--- src/rtl/rtc_time_reader.sv ---
// Reads the RTC seconds, minutes and hours registers over the multiplexed bus and
// publishes a BCD-validated time snapshot that only ever updates as one unit.
module rtc_time_reader #(
  parameter logic [7:0] ADDR_SEG = 8'h41,
  parameter logic [7:0] ADDR_MIN = 8'h42,
  parameter logic [7:0] ADDR_HOR = 8'h43,
  parameter int         TIMEOUT  = 16
) (
  input  logic       clk,
  input  logic       reset,
  input  logic       enable,
  input  logic       start,
  input  logic       bus_done,
  input  logic [7:0] dato_in,
  output logic       A_D,
  output logic       W_R,
  output logic [7:0] Direccion,
  output logic       flag_bus,
  output logic       busy,
  output logic [7:0] segundos,
  output logic [7:0] minutos,
  output logic [7:0] horas,
  output logic       time_valid,
  output logic       rd_err
);

  // state | meaning
  // IDLE  | waiting for start with enable
  // ADDR  | address phase for register idx
  // DATA  | data phase, capture dato_in on bus_done
  // NEXT  | advance idx or go validate
  // CHECK | range-check shadows, publish or flag error
  typedef enum logic [2:0] {IDLE, ADDR, DATA, NEXT, CHECK} state_t;

  localparam int TW = (TIMEOUT > 2) ? $clog2(TIMEOUT) : 1;
  localparam logic [TW-1:0] TIMER_LAST = TW'(TIMEOUT - 1);

  state_t        state;
  logic [1:0]    idx;
  logic [TW-1:0] timer;
  logic [7:0]    sh_seg, sh_min, sh_hor;

  function automatic logic [7:0] addr_of(input logic [1:0] i);
    case (i)
      2'd0:    addr_of = ADDR_SEG;
      2'd1:    addr_of = ADDR_MIN;
      default: addr_of = ADDR_HOR;
    endcase
  endfunction

  function automatic logic bcd_ok(input logic [7:0] v, input logic [7:0] lim);
    bcd_ok = (v[3:0] <= 4'd9) && (v[7:4] <= 4'd9) && (v <= lim);
  endfunction

  logic snap_ok;
  assign snap_ok = bcd_ok(sh_seg, 8'h59) && bcd_ok(sh_min, 8'h59) && bcd_ok(sh_hor, 8'h23);

  always_ff @(posedge clk or posedge reset) begin
    if (reset) begin
      state      <= IDLE;
      idx        <= 2'd0;
      timer      <= '0;
      sh_seg     <= 8'h00;
      sh_min     <= 8'h00;
      sh_hor     <= 8'h00;
      A_D        <= 1'b0;
      W_R        <= 1'b0;
      Direccion  <= 8'h00;
      flag_bus   <= 1'b0;
      busy       <= 1'b0;
      segundos   <= 8'h00;
      minutos    <= 8'h00;
      horas      <= 8'h00;
      time_valid <= 1'b0;
      rd_err     <= 1'b0;
    end else begin
      W_R        <= 1'b0;
      time_valid <= 1'b0;
      rd_err     <= 1'b0;
      if (!enable) begin
        // losing the grant drops the bus silently and discards partial reads
        state     <= IDLE;
        idx       <= 2'd0;
        timer     <= '0;
        sh_seg    <= 8'h00;
        sh_min    <= 8'h00;
        sh_hor    <= 8'h00;
        A_D       <= 1'b0;
        Direccion <= 8'h00;
        flag_bus  <= 1'b0;
        busy      <= 1'b0;
      end else begin
        case (state)
          IDLE: begin
            if (start) begin
              state     <= ADDR;
              idx       <= 2'd0;
              timer     <= '0;
              A_D       <= 1'b0;
              Direccion <= ADDR_SEG;
              flag_bus  <= 1'b1;
              busy      <= 1'b1;
            end
          end
          ADDR, DATA: begin
            if (bus_done) begin
              timer <= '0;
              if (state == ADDR) begin
                state     <= DATA;
                A_D       <= 1'b1;
                Direccion <= 8'h00;
              end else begin
                state    <= NEXT;
                A_D      <= 1'b0;
                flag_bus <= 1'b0;
                case (idx)
                  2'd0:    sh_seg <= dato_in;
                  2'd1:    sh_min <= dato_in;
                  default: sh_hor <= dato_in;
                endcase
              end
            end else if (timer == TIMER_LAST) begin
              state     <= IDLE;
              timer     <= '0;
              idx       <= 2'd0;
              A_D       <= 1'b0;
              Direccion <= 8'h00;
              flag_bus  <= 1'b0;
              busy      <= 1'b0;
              rd_err    <= 1'b1;
            end else begin
              timer <= timer + TW'(1);
            end
          end
          NEXT: begin
            if (idx == 2'd2) begin
              state <= CHECK;
            end else begin
              state     <= ADDR;
              idx       <= idx + 2'd1;
              timer     <= '0;
              A_D       <= 1'b0;
              Direccion <= addr_of(idx + 2'd1);
              flag_bus  <= 1'b1;
            end
          end
          CHECK: begin
            if (snap_ok) begin
              segundos   <= sh_seg;
              minutos    <= sh_min;
              horas      <= sh_hor;
              time_valid <= 1'b1;
            end else begin
              rd_err <= 1'b1;
            end
            state <= IDLE;
            idx   <= 2'd0;
            busy  <= 1'b0;
          end
          default: begin
            state    <= IDLE;
            busy     <= 1'b0;
            flag_bus <= 1'b0;
          end
        endcase
      end
    end
  end

endmodule

--- config.mk ---
export PLATFORM = sky130hd
export DESIGN_NAME = rtc_time_reader
export DESIGN_NICKNAME = d
export VERILOG_FILES = /design/src/rtl/rtc_time_reader.sv
export SDC_FILE = /design/constraint.sdc
export NUM_CORES = 1
export LEC_CHECK = 0
export CAP_MARGIN = 20
export CELL_PAD_IN_SITES_DETAIL_PLACEMENT = 0
export CELL_PAD_IN_SITES_GLOBAL_PLACEMENT = 1
export CORE_MARGIN = 2
export CORE_UTILIZATION = 41
export CTS_CLUSTER_SIZE = 24
export DETAILED_ROUTE_END_ITERATION = 16
export PLACE_DENSITY_LB_ADDON = 0.1
export SYNTH_ARGS = -nofsm -noshare
export SYNTH_HDL_FRONTEND = slang
export SYNTH_SLANG_ARGS = --single-unit
--- constraint.sdc ---
create_clock -name clk -period 3 [get_ports clk]
set_input_delay 0.75 -clock clk [delete_from_list [all_inputs] [get_ports clk]]
set_output_delay 0.75 -clock clk [all_outputs]
set_load 0.01 [all_outputs]
==> results.md <==
- Clock Power Share: 0.437
- DRT Wirelength: 6380 µm
- Dominant cell type by area after synthesis: dfrtp_1
- Sequential cell area fraction in the yosys report: 0.533
- Crit path to: segundos[5]$_DFFE_PP0P_
- Final setup vio count: 0
- Internal reg-to-reg setup slack: 990 ps
- DR vias: 2161
- Final Hold Fails: 0
- Synth top area share: 0.533
- Post-route ant nets: 0
- CORE AREA: 7210 µm²
- Post-synth EDFFs: 0
- Dominant synthesized flop cell: dfrtp_1
- RSZ-0062 raised after global routing: no
- Post-CTS setup buffers: 0
- CTS tree: yes
- # hold bufs at CTS: 0
- Largest net degree at the start of global routing: 29
- Power share of the sequential group: 0.481
- FF-to-FF End: segundos[5]$_DFFE_PP0P_
- Overall die height: 90.2 µm
- Hold_ws: 480 ps
- Final worst-path cycle share: 0.774
- Peak supply drop: 0.302 mV
- Post-synthesis register bit count: 65
- Leak Pwr: 1.79 nW
- Final max-slew violation count: 0
- Placed Cells: 414
- Setup crit start: enable
- Layout Cells excl Fill: 430
- Port bufs: 44
- Synth Cell Area: slightly above 3000 µm²
- Worst skew pair latency: 330 ps
- Initial core utilization: 0.423
- Buffers and inverters on the worst path: 2
- Count of different cell masters after synthesis: 40
- Post_cts resized: 0
- Post-synthesis async set-or-reset flop share: 1.00
- Crit path time final: 2320 ps
- Final worst slack: 679 ps
- Proportion of layout cells with a drive suffix above 1: 0.121
- Clock transition at path regs: 60 ps
- Drt pass-1 iters: 4
- Iter 0 DRT Violations: between 90 and 100
- Most common cell after layout, fill and taps aside: dfrtp_1
- Residual DRC count: 0
- CTS root buf: clkbuf_8
- Crit path depth: 6
- Vias in the first global route: 2169
- GPL Wtd Cong: 0.876
- Die area: 8140 µm²
- Post-Synthesis Cells: 280
- Clock sink total: 65
- Area of the multi-input gates: 1290 µm²
- Sw Ratio: 0.218
- Largest fanout on the critical path: 24
- Combinational share of power: 0.083
- Largest stage delay on the critical path: 550 ps
- Hold crit path type: register to register
- Status: completed
- H-tree levels: 3
- WL/cell: 14.8 µm
- Crit Path Class: input pin to register
- Grt ovf: 0
- Max Clock Freq: 0.431 GHz
- Area after DPL: 3590 µm²
- WP data arrival: 2530 ps
- Yosys warns: 0
- CP cell instances: clkdlybuf4s50_1 -> and4bb_1 -> nand2_1 -> nor4_4 -> buf_4 -> mux2_2
- Filler cells: 661
- Row cnt: 31
- Setup TNS: 0 ps
- Switching power: 0.411 mW
- Final net count: 344
- CTS Buf Count: 9
- IO Pins: 51
- Die Wd: 90.2 µm
- Initial antenna violation count: 0
- Largest delay contributor family on the critical path: buffers and inverters
- Max-cap violations: 0
- Area delta synth->final: 25.2%
- Pre-CTS WS: 316 ps
- Antenna cells: 0
- Slowest CP cell: clkdlybuf4s50_1
- DR vias/cell: 5.03
- Worst Setup Start Kind: input pin
- Post-DP HPWL: 4530 µm
- Internal power: approximately 1.5 mW
- Sequential Area: 1630 µm²
- First-pass GRT wire length: around 11000 µm
- R2r worst-path depth: 5
- Relative slew slack: 0.614
- Reg2reg start: state[0]$_DFFE_PP0P_
- Pwr/cell area: 495 nW/µm²
- Top cells by area, synth: dfrtp_1 53%, mux2_2 5.2%, nand3_1 3.9%, a21boi_0 3.9%, nand2_1 3.6%
- Fin area: 3820 µm²
- Required @ worst endpoint: 3210 ps
- Slew @ Worst Pin: 578 ps
- Commonest cells after routing, fill and taps aside: 65 x dfrtp_1, 44 x clkdlybuf4s50_1, 29 x nand2_1
- Worst-case clock buffer depth: 2
- Clk_skew: about 8.4 ps
- Worst setup EP type: register
- Total GRT Usage: 0.171
- Syn avg cell area: 10.9 µm²
## cell type report
class / instances / area share
sequential: 65 / 0.426
tap: 99 / 0.0324
multi-input combinational: 189 / 0.339
clock inverter: 2 / 0.0157
timing repair buffer: 53 / 0.136
inverter: 8 / 0.00787
clock buffer: 14 / 0.0426
## registers in the layout, summed over array words and instances, names as in the netlist
name and cells:
A_D 1, Direccion 3, busy 1, flag_bus 1, horas 8, idx 2, minutos 8, rd_err 1
segundos 8, sh_hor 8, sh_min 8, sh_seg 8, state 3, time_valid 1, timer 4
## worst min-delay path by stage
stage | end | depth (start not counted) | startpoint
2_1_floorplan | horas[0]$_DFFE_PP0P_ | 1 | sh_hor[0]$_DFFE_PP0P_
3_3_place_gp | flag_bus$_DFFE_PP0P_ | 1 | flag_bus$_DFFE_PP0P_
3_5_place_dp | flag_bus$_DFFE_PP0P_ | 1 | flag_bus$_DFFE_PP0P_
4_1_cts | horas[5]$_DFFE_PP0P_ | 1 | horas[5]$_DFFE_PP0P_
5_1_grt | segundos[1]$_DFFE_PP0P_ | 1 | segundos[1]$_DFFE_PP0P_
6_report | flag_bus$_DFFE_PP0P_ | 1 | flag_bus$_DFFE_PP0P_
## kinds of logic after synthesis
family,synth area share
XOR/XNOR,0.00287
AND/OR/NAND/NOR,0.165
flip-flops,0.533
multiplexers,0.118
other,0.00123
buffers and inverters,0.0505
adder cells (fa/ha/maj),0.0205
AO/OA/AOI/OAI,0.109
## through the flow
stage / util / power (mW)
2_1_floorplan: - / 1.02
3_3_place_gp: 0.498 / 1.08
3_5_place_dp: 0.498 / 1.08
4_1_cts: 0.529 / 1.92
5_1_grt: 0.529 / 1.98
6_report: 0.529 / 1.89
## cells in the mapped netlist, types with 2 or more instances
cell type / n
a21boi_0: 16
a21o_1: 2
a21oi_1: 5
a22o_1: 2
a41o_1: 2
and3_1: 3
buf_2: 6
buf_4: 8
clkbuf_1: 9
dfrtp_1: 65
ha_1: 5
inv_1: 8
mux2_1: 9
mux2_2: 14
mux2i_1: 10
nand2_1: 29
nand3_1: 24
nor2_1: 4
nor2b_1: 15
nor3_1: 4
nor4_1: 5
o21ai_0: 13
o31a_1: 2
or3_1: 4
## layer usage
layer  up-vias  track usage  routed length [µm]
met3         7       0.0436                 252
li1       1065            -                   -
met2        53        0.283                3180
met1      1036        0.221                2860
met4         0       0.0564                  89
met5         -            0                   0
## worst register-to-register path, cell delays in order (launching register included)
cell and delay (ps):
dfrtp_1 550, and4bb_1 380, nand2_1 100, nor4_4 140, buf_4 350, mux2_2 380
## power by group through the flow
| stage | clock network, mW | logic (mW) | registers (mW) |
|---|---|---|---|
| 2_1_floorplan | 0 | 0.0970 | 0.920 |
| 3_3_place_gp | 0 | 0.159 | 0.924 |
| 5_1_grt | 0.890 | 0.176 | 0.910 |
| 4_1_cts | 0.855 | 0.160 | 0.907 |
| 3_5_place_dp | 0 | 0.158 | 0.924 |
| 6_report | 0.825 | 0.157 | 0.908 |
(Power assumes the default switching activity.)
